### src/rtl/legv8_ctrl_pkg.sv
// Shared types and encodings for the LEGv8 multicycle control path.
// Latency: n/a (declarations only).
// Backpressure: n/a.
package legv8_ctrl_pkg;

    typedef enum logic [3:0] {
        ST_FETCH  = 4'd0,
        ST_DECODE = 4'd1,
        ST_MEMADR = 4'd2,
        ST_MEMRD  = 4'd3,
        ST_MEMWB  = 4'd4,
        ST_MEMWR  = 4'd5,
        ST_EXEC   = 4'd6,
        ST_ALUWB  = 4'd7,
        ST_BRANCH = 4'd8,
        ST_HALT   = 4'd9
    } state_t;

    typedef enum logic [2:0] {
        IC_LDUR    = 3'd0,
        IC_STUR    = 3'd1,
        IC_CBZ     = 3'd2,
        IC_RTYPE   = 3'd3,
        IC_ILLEGAL = 3'd4
    } instr_class_t;

    // Opcode field values (instruction bits [31:21])
    localparam logic [10:0] OP_LDUR    = 11'b11111000010;
    localparam logic [10:0] OP_STUR    = 11'b11111000000;
    localparam logic [7:0]  OP_CBZ_PFX = 8'b10110100;
    localparam logic [10:0] OP_ADD     = 11'b10001011000;
    localparam logic [10:0] OP_SUB     = 11'b11001011000;
    localparam logic [10:0] OP_AND     = 11'b10001010000;
    localparam logic [10:0] OP_ORR     = 11'b10101010000;

    // ALU B-operand select
    localparam logic [1:0] SRCB_REG  = 2'b00;
    localparam logic [1:0] SRCB_FOUR = 2'b01;
    localparam logic [1:0] SRCB_IMM  = 2'b10;

    // ALU operation select
    localparam logic [1:0] ALUOP_ADD   = 2'b00;
    localparam logic [1:0] ALUOP_PASSB = 2'b01;
    localparam logic [1:0] ALUOP_FUNCT = 2'b10;

    // States that wait on mem_ready and therefore run the stall counter
    function automatic logic is_wait_state(input state_t s);
        return (s == ST_FETCH) || (s == ST_MEMRD) || (s == ST_MEMWR);
    endfunction

endpackage

### src/rtl/opdecode.sv
// Maps the 11-bit opcode field onto an instruction class.
// Latency: purely combinational.
// Backpressure: none.
module opdecode
    import legv8_ctrl_pkg::*;
(
    input  logic [10:0]  op,
    output instr_class_t instr_class
);

    // Priority decode; CBZ only looks at the top eight bits
    always_comb begin
        instr_class = IC_ILLEGAL;
        if (op == OP_LDUR) begin
            instr_class = IC_LDUR;
        end else if (op == OP_STUR) begin
            instr_class = IC_STUR;
        end else if (op[10:3] == OP_CBZ_PFX) begin
            instr_class = IC_CBZ;
        end else if ((op == OP_ADD) || (op == OP_SUB) ||
                     (op == OP_AND) || (op == OP_ORR)) begin
            instr_class = IC_RTYPE;
        end
    end

endmodule

### src/rtl/multicycle_controller.sv
// Multicycle LEGv8 control FSM with memory stall timeout and sticky error flags.
// Latency: CBZ 3, R-type 4, STUR 4, LDUR 5 cycles plus mem_ready wait cycles.
// Backpressure: FETCH/MEMRD/MEMWR hold on mem_ready=0; HALT after STALL_LIMIT stalls.
module multicycle_controller
    import legv8_ctrl_pkg::*;
#(
    parameter int STALL_LIMIT = 15
) (
    input  logic        clk,
    input  logic        reset,
    input  logic [10:0] op,
    input  logic        zero,
    input  logic        mem_ready,
    output logic        pc_write,
    output logic        ir_write,
    output logic        mem_read,
    output logic        mem_write,
    output logic        reg_write,
    output logic        reg2loc,
    output logic        alu_src_a,
    output logic        pc_src,
    output logic        mem_to_reg,
    output logic [1:0]  alu_src_b,
    output logic [1:0]  alu_op,
    output logic [3:0]  state_out,
    output logic        instr_done,
    output logic        illegal,
    output logic        timeout
);

    localparam int CNT_W = (STALL_LIMIT > 0) ? $clog2(STALL_LIMIT + 1) : 1;
    localparam logic [CNT_W-1:0] CNT_MAX = CNT_W'(STALL_LIMIT);

    state_t           state;
    state_t           state_nxt;
    instr_class_t     instr_class;
    logic [CNT_W-1:0] stall_cnt;
    logic             illegal_q;
    logic             timeout_q;
    logic             stall_expired;

    opdecode u_opdecode (
        .op          (op),
        .instr_class (instr_class)
    );

    // A completing access (mem_ready=1) always wins over the limit
    assign stall_expired = is_wait_state(state) && !mem_ready && (stall_cnt == CNT_MAX);

    // Next-state selection
    always_comb begin
        state_nxt = state;
        case (state)
            ST_FETCH: begin
                if (mem_ready)          state_nxt = ST_DECODE;
                else if (stall_expired) state_nxt = ST_HALT;
            end
            ST_DECODE: begin
                case (instr_class)
                    IC_LDUR, IC_STUR: state_nxt = ST_MEMADR;
                    IC_RTYPE:         state_nxt = ST_EXEC;
                    IC_CBZ:           state_nxt = ST_BRANCH;
                    default:          state_nxt = ST_HALT;
                endcase
            end
            ST_MEMADR: state_nxt = (instr_class == IC_STUR) ? ST_MEMWR : ST_MEMRD;
            ST_MEMRD: begin
                if (mem_ready)          state_nxt = ST_MEMWB;
                else if (stall_expired) state_nxt = ST_HALT;
            end
            ST_MEMWB: state_nxt = ST_FETCH;
            ST_MEMWR: begin
                if (mem_ready)          state_nxt = ST_FETCH;
                else if (stall_expired) state_nxt = ST_HALT;
            end
            ST_EXEC:   state_nxt = ST_ALUWB;
            ST_ALUWB:  state_nxt = ST_FETCH;
            ST_BRANCH: state_nxt = ST_FETCH;
            ST_HALT:   state_nxt = ST_HALT;
            default:   state_nxt = ST_FETCH;
        endcase
    end

    // State register, saturating stall counter and sticky error flags
    always_ff @(posedge clk) begin
        if (reset) begin
            state     <= ST_FETCH;
            stall_cnt <= '0;
            illegal_q <= 1'b0;
            timeout_q <= 1'b0;
        end else begin
            state <= state_nxt;
            // Non-wait states hold the counter at zero, so every wait state is entered clean
            if (is_wait_state(state) && !mem_ready) begin
                if (stall_cnt != CNT_MAX) stall_cnt <= stall_cnt + 1'b1;
            end else begin
                stall_cnt <= '0;
            end
            if ((state == ST_DECODE) && (instr_class == IC_ILLEGAL)) illegal_q <= 1'b1;
            if (stall_expired) timeout_q <= 1'b1;
        end
    end

    // Output decode: Moore on state, with pc_write/ir_write/instr_done qualified by mem_ready or zero
    always_comb begin
        pc_write   = 1'b0;
        ir_write   = 1'b0;
        mem_read   = 1'b0;
        mem_write  = 1'b0;
        reg_write  = 1'b0;
        reg2loc    = 1'b0;
        alu_src_a  = 1'b0;
        pc_src     = 1'b0;
        mem_to_reg = 1'b0;
        alu_src_b  = SRCB_REG;
        alu_op     = ALUOP_ADD;
        instr_done = 1'b0;
        case (state)
            ST_FETCH: begin
                mem_read  = 1'b1;
                alu_src_b = SRCB_FOUR;
                pc_write  = mem_ready;
                ir_write  = mem_ready;
            end
            ST_DECODE: begin
                alu_src_b = SRCB_IMM;
                reg2loc   = (instr_class == IC_STUR) || (instr_class == IC_CBZ);
            end
            ST_MEMADR: begin
                alu_src_a = 1'b1;
                alu_src_b = SRCB_IMM;
                reg2loc   = (instr_class == IC_STUR);
            end
            ST_MEMRD: begin
                mem_read = 1'b1;
            end
            ST_MEMWB: begin
                reg_write  = 1'b1;
                mem_to_reg = 1'b1;
                instr_done = 1'b1;
            end
            ST_MEMWR: begin
                mem_write  = 1'b1;
                reg2loc    = 1'b1;
                instr_done = mem_ready;
            end
            ST_EXEC: begin
                alu_src_a = 1'b1;
                alu_src_b = SRCB_REG;
                alu_op    = ALUOP_FUNCT;
            end
            ST_ALUWB: begin
                reg_write  = 1'b1;
                instr_done = 1'b1;
            end
            ST_BRANCH: begin
                alu_src_a  = 1'b1;
                alu_src_b  = SRCB_REG;
                alu_op     = ALUOP_PASSB;
                reg2loc    = 1'b1;
                pc_src     = 1'b1;
                pc_write   = zero;
                instr_done = 1'b1;
            end
            default: ;
        endcase
    end

    assign state_out = state;
    assign illegal   = illegal_q;
    assign timeout   = timeout_q;

endmodule

### config.mk
export PLATFORM = sky130hd
export DESIGN_NAME = multicycle_controller
export DESIGN_NICKNAME = d
export VERILOG_FILES = /design/src/rtl/legv8_ctrl_pkg.sv /design/src/rtl/opdecode.sv /design/src/rtl/multicycle_controller.sv
export SDC_FILE = /design/constraint.sdc
export NUM_CORES = 1
export LEC_CHECK = 0
export CORE_MARGIN = 3
export CORE_UTILIZATION = 45
export DETAILED_ROUTE_END_ITERATION = 7
export PLACE_DENSITY = 0.9
export SLEW_MARGIN = 40
export SYNTH_ARGS = -nofsm -noshare
export SYNTH_HDL_FRONTEND = slang
export SYNTH_HIERARCHICAL = 1
export SYNTH_SLANG_ARGS = --single-unit
### constraint.sdc
create_clock -name clk -period 4.8 [get_ports clk]
set_clock_uncertainty 0.1 [all_clocks]
set_input_delay 0.96 -clock clk [delete_from_list [all_inputs] [get_ports clk]]
set_output_delay 0.96 -clock clk [all_outputs]
set_load 0.05 [all_outputs]
==> flow_metrics.tcl, run 1 <==
set metrics [dict create \
    worstPathRequired_ns 3.74 \
    core_um2 1820 \
    clk_latency_ns 0.27 \
    hp-start "timeout" \
    min_path_type "register to register" \
    cp-end-kind "output port" \
    min_delay_worst_endpoint "timeout" \
    cts.repair.resized 0 \
    avgRoutedWirePerCell_um 12.6 \
    max_freq_ghz 0.222 \
    finalCriticalPeriod_ns 4.50 \
    htreeDepth 1 \
    pwr-share-comb_pct 44.9 \
    p_seq_share_pct 31.4 \
    grt-ovfl-total 0 \
    path_cells "clkdlybuf4s50_1 -> or4b_4 -> o2bb2a_4 -> o22a_1 -> or3b_1 -> o21ai_0 -> nand2_1 -> o31ai_1 -> buf_12" \
    worst_pin_slew_ns 0.691 \
    first_iter_violations 10 \
    nets 166 \
    hold_depth 2 \
    clkSinkCount 10 \
    syn-cell-area_um2 911 \
    report.final.slew_viol_count 0 \
    synth-edff-count 0 \
    dp_hpwl_mm 1.69 \
    cap_viol_max_count 0 \
    initial_utilization_pct 50.0 \
    setup_viol 0 \
    r2r_start "state_out[0]" \
    grt_setup_unrepaired "no" \
    die_area_um2 2600 \
    synth-seq-area-share_pct 22.0 \
    setup_tns_ns 0 \
    cts_setup_buffers 0 \
    synth_common_cells "nor2_1, dfxtp_1, a21oi_1, nand2_1" \
    outcome "finished, final reports clean" \
    synth_top_flop_cell "dfxtp_1" \
    p_int_mw 0.192 \
    top_level_ports 35 \
    num_vias 963 \
    start_kind "input pin" \
    grt_pass1_vias 864 \
    yosysWarnings 6 \
    p_clk_share_pct 23.7 \
    clockRootBuffer "clkbuf_4" \
    critPathSlowestCell "or4b_4" \
    async_flop_share_pct 0 \
    rr_worst_depth 4 \
    r2r_end "stall_cnt[2]" \
    grt_max_degree 22 \
    syn2layout_area_growth_pct 39.3 \
    clockBufferDepth 2 \
    fin_crit_sh_pct 93.8 \
    crit_type "input pin to output port" \
    synth_top_cell_by_area "dfxtp_1" \
    first_pass_iters 5 \
    cp_max_fo 6 \
    routed_wirelength_mm 2.18 \
    portBuffers 34 \
    syn_avg_cell_area_um2 7.72 \
    fp.dieW_um 51.0 \
    p_leak_nw 0.434 \
    viasPerCell 5.53 \
    diodes 0 \
    path_clk_slew_ns 0.06 \
    fill_cells 158 \
    numCtsBuffers 3 \
    grt_antenna_before_repair 0 \
    groute.usage.overall_pct 17.1 \
    yosys.area.top_type_share_pct 22.0 \
    cts_tree "done" \
    power_mw 0.323 \
    synthTopCellsByArea "dfxtp_1, nor2_1, buf_6, a21oi_1, xnor2_1" \
    drc 0 \
    drive_gt1_share_pct 10.7 \
    rows 15 \
    p_per_area_nw_per_um2 254 \
    detail-route-antenna-nets 0 \
    p_sw_share_pct 40.5 \
    grt_pass1_wl_mm 3.48 \
    ys_types 45 \
    r2r_slack_ns 3.03 \
    synthCells 118 \
    crit_arrival_ns 3.44 \
    max_slew_margin_pct 53.9 \
    yosysMostFrequentCell "nor2_1" \
    vdd_drop_max_uv 186 \
    ys_ff_latch 10 \
    regArea_um2 200 \
    hold_viol 0 \
    routabilityCongestion 0.759 \
    die_height_um 51.0 \
    max_stage_delay_ns 0.59 \
    syn-num-nets 134 \
    switching_power_mw 0.131 \
    holdBufCountCts 0 \
    multi_input_area_um2 628 \
]
## metrics by stage
step | cell area [um2] | utilization, % | hold WS, ns | instances | setup slack (ns)
5_1_grt | 1270 | 69.7 | 0.380 | 174 | 0.162
4_1_cts | 1270 | 69.7 | 0.353 | 174 | 0.292
3_3_place_gp | 1230 | 67.7 | 0.342 | 170 | 0.337
2_1_floorplan | 911 | - | 0.388 | 118 | 0.390
3_5_place_dp | 1230 | 67.7 | 0.343 | 170 | 0.296
6_report | 1270 | 69.7 | 0.346 | 174 | 0.299
## critical path: cells and delay by family
| family | cells | cell delay (ns) |
|---|---|---|
| and+or+nand+nor | 3 | 1.08 |
| AOI/OAI and AO/OA | 4 | 0.75 |
| buffers and inverters | 2 | 0.65 |
## placed cells by master (no fill, tap or decap), drive strengths merged, types with 3 or more instances in the layout
cell / netlist / layout
clkdlybuf4s50: 0 / 33
nor2: 20 / 20
dfxtp: 10 / 10
a21oi: 8 / 8
nor3: 7 / 7
nand2: 6 / 6
nand2b: 5 / 5
a31oi: 5 / 5
xnor2: 4 / 4
o21ai: 4 / 4
inv: 4 / 4
clkbuf: 0 / 4
nand3: 3 / 3
nor4b: 3 / 3
## power groups by stage
stage	Combinational [mW]	Sequential, mW	Clock, mW
floorplan	0.0950	0.105	0
global placement	0.142	0.103	0
detailed placement	0.145	0.103	0
CTS	0.146	0.101	0.0765
global route	0.154	0.103	0.0817
finish	0.145	0.101	0.0764
## routing by layer
layer / part of all wire [%] / global-route usage, % / routed length, um
met4: 0.87 / 4.04 / 19
met1: 40 / 16.8 / 866
met3: 6.9 / 4.96 / 150
met2: 53 / 34.3 / 1150
met5: 0 / 0 / 0
## kinds of logic after synthesis
family / count (synthesis) / share of synthesized area (%)
xor gates and xnor gates: 5 / 4.81
buffers and inverters: 12 / 9.06
and+or+nand+nor: 59 / 38.3
AOI/OAI and AO/OA: 30 / 23.4
muxes: 1 / 1.10
adders and majority gates: 1 / 1.37
DFF: 10 / 22.0
## worst max-delay path by stage
stage                       from  endpoint  slack (ns)  depth (start not counted)
floorplan           state_out[3]  pc_write        0.39                          4
global placement           op[5]   reg2loc        0.34                          9
detailed placement         op[5]   reg2loc        0.30                          9
CTS                        op[5]   reg2loc        0.29                          9
global route               op[5]   reg2loc        0.16                          9
finish                     op[5]   reg2loc        0.30                          9
## state kept, by name, indices dropped and copies added (netlist names)
| signal | cells |
|---|---|
| stall_cnt | 4 |
| state_out | 4 |
| timeout | 1 |
| illegal | 1 |
## area by class of cell
type                       instances  share of cell area (%)
clock buffer                       4                    2.86
sequential                        10                    15.8
multi-input combinational         96                    49.5
inverter                           4                    1.18
tap                               25                    2.47
timing repair buffer              35                    28.2
Power figures use the tool's default switching activity.
==> run 2: changes to the inputs <==
- CORE_MARGIN: 3 -> default
==> run 2 against run 1 <==
  * Wire length fell by 1.8%
  * Combinational power barely moved
  * Via count fell by 0.93%
  * First-iteration DRC count rose by 70%
  * Clock-buffer cell count did not move
  * Sequential power barely moved
  * Fmax rose by 0.26%
  * Final area did not move
  * Non-clock buffer count did not move
  * Core utilization rose by 0.73 points
  * Clock power fell by 2%
  * Critical path type unchanged
  * Critical endpoint unchanged
==> flow_metrics.tcl, run 2 (synthesis gave the netlist of run 1 again) <==
set metrics [dict create \
    portBuffers 34 \
    path_clk_slew_ns 0.06 \
    syn2layout_area_growth_pct 39.3 \
    routed_wirelength_mm 2.15 \
    outcome "finished, final reports clean" \
    clkSinkCount 10 \
    grt_setup_unrepaired "no" \
    viasPerCell 5.48 \
    cp-end-kind "output port" \
    p_leak_nw 0.434 \
    groute.usage.overall_pct 21.7 \
    first_pass_iters 4 \
    worst_pin_slew_ns 0.681 \
    grt_pass1_vias 830 \
    final_util_pct 70.4 \
    detail-route-antenna-nets 0 \
    clockBufferDepth 2 \
    multi_input_area_um2 628 \
    grt-ovfl-total 0 \
    power_mw 0.321 \
    cts_setup_buffers 0 \
    final_common_cell "clkdlybuf4s50_1" \
    cts_tree "done" \
    start_kind "input pin" \
    nets 166 \
    cp_max_fo 6 \
    min_path_type "register to register" \
    p_per_area_nw_per_um2 253 \
    avgRoutedWirePerCell_um 12.3 \
    cts.repair.resized 0 \
    grt_antenna_before_repair 0 \
    final_cell_mix "clkdlybuf4s50_1, nor2_1, dfxtp_1, a21oi_1, nand2_1" \
    regArea_um2 200 \
    fin_crit_sh_pct 93.5 \
    rows 15 \
    first_iter_violations 17 \
    top_level_ports 35 \
    fill_cells 163 \
    setup_ws_ns 0.311 \
    critPathSlowestCell "or4b_4" \
    max_freq_ghz 0.223 \
    max_slew_margin_pct 54.5 \
    grt_max_degree 22 \
    report.final.slew_viol_count 0 \
    clockRootBuffer "clkbuf_4" \
    dp_hpwl_mm 1.65 \
    diodes 0 \
    finalCriticalPeriod_ns 4.49 \
    initial_utilization_pct 50.6 \
    worstPathRequired_ns 3.74 \
    place_ws_ns 0.310 \
    crit_arrival_ns 3.43 \
    placed_area_um2 1230 \
    holdBufCountCts 0 \
    cap_viol_max_count 0 \
    path_cells "clkdlybuf4s50_1 -> or4b_4 -> o2bb2a_4 -> o22a_1 -> or3b_1 -> o21ai_0 -> nand2_1 -> o31ai_1 -> buf_12" \
    clk_latency_ns 0.26 \
    max_stage_delay_ns 0.59 \
    die_area_um2 2210 \
    num_vias 954 \
    numCtsBuffers 3 \
    htreeDepth 1 \
    fp.dieW_um 47.0 \
    vdd_drop_max_uv 242 \
    routabilityCongestion 0.793 \
    die_height_um 47.0 \
    fin_area_um2 1270 \
    drive_gt1_share_pct 10.7 \
    setup_viol 0 \
    hold_viol 0 \
    core_um2 1800 \
    crit_type "input pin to output port" \
    grt_pass1_wl_mm 3.39 \
    setup_tns_ns 0 \
    drc 0 \
]
run 2: metal layers:
layer | global-route usage, % | vias up | share of wire (%)
met5 | 0 | - | 0
met4 | 7.43 | 0 | 1.9
met3 | 7.69 | 6 | 7.1
met2 | 37.5 | 43 | 50
met1 | 24.9 | 416 | 41
li1 | - | 489 | -
run 2: final timing paths:
kind         slack [ns]         start  depth (start not counted)           end
min reg2reg        0.36       timeout                          2       timeout
max reg2reg        2.97  state_out[0]                          4  stall_cnt[3]
max                0.31         op[5]                          9       reg2loc
min                0.36       timeout                          2       timeout
run 2: through the flow:
step,hold slack (ns),std cells
after CTS,0.362,174
after global routing,0.382,174
after detailed placement,0.343,170
after global placement,0.337,170
after floorplan,0.388,118
final,0.358,174
run 2: final cells by class:
cell class / instances / area share, %
Inverter: 4 / 1.18
Multi-Input combinational cell: 96 / 49.5
Sequential cell: 10 / 15.8
Clock buffer: 4 / 2.86
Tap cell: 25 / 2.47
Timing Repair Buffer: 35 / 28.2
run 2: worst max-delay path, delay by kind of cell:
kind / cells / cell delay (ns)
buffers and inverters: 2 / 0.65
AO/OA/AOI/OAI: 4 / 0.75
AND/OR/NAND/NOR: 3 / 1.08
run 2: report_power, final:
| group | leakage (nW) | total, mW | internal [mW] | switching, mW |
|---|---|---|---|---|
| clock | 0.0210 | 0.0749 | 0.0460 | 0.0288 |
| combinational | 0.332 | 0.144 | 0.0584 | 0.0860 |
| sequential | 0.0814 | 0.102 | 0.0875 | 0.0141 |
==> run 3: changes to the inputs <==
- CORE_UTILIZATION: 45 -> 60
- DONT_BUFFER_PORTS: default -> 1
- PLACE_DENSITY: 0.9 -> 0.84
- TNS_END_PERCENT: default -> 30
==> run 3 against run 2 <==
  * Global-route usage up 6.5 points
  * Sequential cell count unchanged
  * Clock-buffer cell count unchanged
  * Sequential share of layout area up 3.9 points
  * Sequential power about the same
  * Register-to-register slack worse by 0.26 ns
  * Setup slack better by 0.44 ns
  * Fmax up 11%
  * Power down 7.0%
  * Wire length up 3.5%
  * Largest power group unchanged
==> flow_metrics.tcl, run 3 (synthesis gave the netlist of run 1 again) <==
set metrics [dict create \
    outcome "finished, final reports clean" \
    min_path_type "register to register" \
    max_stage_delay_ns 0.64 \
    final_cell_mix "nor2_1, buf_4, dfxtp_1, a21oi_1, nand2_1" \
    r2r_end "state_out[2]" \
    grt_max_degree 21 \
    viasPerCell 6.49 \
    vdd_drop_max_uv 199 \
    first_iter_violations 22 \
    grt_pass1_vias 736 \
    drc 0 \
    r2r_start "state_out[0]" \
    fp.dieW_um 41.0 \
    r2r_slack_ns 2.71 \
    first_pass_iters 4 \
    cts_tree "done" \
    initial_utilization_pct 67.5 \
    clk_latency_ns 0.27 \
    top_layer "met4" \
    path_cells "nand3_1 -> or4b_2 -> a21oi_1 -> or3b_1 -> o21ai_0 -> nand2_1 -> o31ai_2 -> buf_4" \
    groute.usage.overall_pct 28.2 \
    drive_gt1_share_pct 26.4 \
    cp-end-kind "output port" \
    grt_antenna_before_repair 0 \
    wl_met2_mm 1.14 \
    grt-ovfl-total 0 \
    setup_viol 0 \
    numCtsBuffers 3 \
    grt_pass1_wl_mm 3.06 \
    setup_ws_ns 0.755 \
    path_clk_slew_ns 0.06 \
    endpoint "reg2loc" \
    final_common_cell "nor2_1" \
    die_height_um 41.0 \
    finalCriticalPeriod_ns 4.05 \
    htreeDepth 1 \
    core_um2 1350 \
    top_level_ports 35 \
    fin_area_um2 1020 \
    p_leak_nw 0.364 \
    place_ws_ns 0.775 \
    worstPathRequired_ns 3.74 \
    fill_cells 123 \
    dp.cells 136 \
    regArea_um2 201 \
    placed_area_um2 986 \
    crit_arrival_ns 2.99 \
    die_area_um2 1680 \
    report.final.slew_viol_count 0 \
    detail-route-antenna-nets 0 \
    syn2layout_area_growth_pct 12.5 \
    p_per_area_nw_per_um2 291 \
    clockRootBuffer "clkbuf_4" \
    start_kind "input pin" \
    stdcell_count 140 \
    cts_setup_buffers 0 \
    critical_path_buf_inv_count 1 \
    nets 142 \
    worst_pin_slew_ns 0.824 \
    setup_tns_ns 0 \
    max_slew_margin_pct 44.8 \
    num_vias 909 \
    routabilityCongestion 0.840 \
    cp_max_fo 5 \
    rr_worst_depth 4 \
    route.met3.wl_um 173 \
    hold_viol 0 \
    fin_crit_sh_pct 84.3 \
    diodes 0 \
    cp.depth 8 \
    grt_setup_unrepaired "no" \
    crit_type "input pin to output port" \
    cap_viol_max_count 0 \
    rows 13 \
    cts.repair.resized 0 \
    critPathSlowestCell "or4b_2" \
    clockBufferDepth 2 \
    portBuffers 0 \
    wl_met1_um 870 \
    crit_start "op[10]" \
    avgRoutedWirePerCell_um 15.9 \
    holdBufCountCts 0 \
    dp_hpwl_mm 1.62 \
    crit_family "simple AND/OR/NAND/NOR gates" \
    max_freq_ghz 0.247 \
    multi_input_area_um2 671 \
    clkSinkCount 10 \
    routed_wirelength_mm 2.22 \
]
## run 3: cell count changes in the layout (fill, tap and decap cells not counted), moves of 2 or more
cell and change:
clkdlybuf4s50_1 -33, buf_4 +10, nor2_1 -2, nor2_2 +2
nor4b_1 -2
## run 3: final cells by class
class                   count  area share [%]
flip-flops and latches     10            19.7
clock buffers               4            3.54
repair buffers             11            8.06
inverters                   4            1.47
multi-input cells          96            65.4
well taps                  15            1.83
## run 3: how the worst min path moves through the flow
stage                  from           end  slack, ns  cells past startpoint
2_1_floorplan  stall_cnt[3]  stall_cnt[3]       0.39                      1
3_3_place_gp   stall_cnt[3]  stall_cnt[3]       0.41                      1
3_5_place_dp   stall_cnt[3]  stall_cnt[3]       0.42                      1
4_1_cts        stall_cnt[3]  stall_cnt[3]       0.45                      1
5_1_grt        stall_cnt[3]  stall_cnt[3]       0.48                      1
6_report       stall_cnt[1]  stall_cnt[1]       0.46                      2
## run 3: stage by stage
step / hold slack, ns / total power [mW] / utilization (%)
after floorplan: 0.388 / 0.200 / -
after global placement: 0.415 / 0.219 / 72.1
after detailed placement: 0.419 / 0.224 / 73.0
after CTS: 0.454 / 0.302 / 75.7
after global routing: 0.479 / 0.315 / 75.9
final: 0.459 / 0.299 / 75.9
## run 3: worst register-to-register path, stage by stage (launching register included)
cell	delay, ns
dfxtp_1	0.76
nand2b_1	0.29
nor2_2	0.57
a32oi_1	0.14
a21oi_1	0.17
## run 3: power breakdown
part,switching [mW],internal [mW],total (mW)
registers,0.0145,0.0875,0.102
clock network,0.0300,0.0461,0.0761
logic,0.0823,0.0381,0.120
## run 3: layer usage
| layer | global-route usage (%) | vias to the layer above |
|---|---|---|
| met5 | 0 | - |
| met3 | 11.4 | 6 |
| li1 | - | 440 |
| met2 | 50.0 | 45 |
| met1 | 28.5 | 418 |
| met4 | 12.5 | 0 |
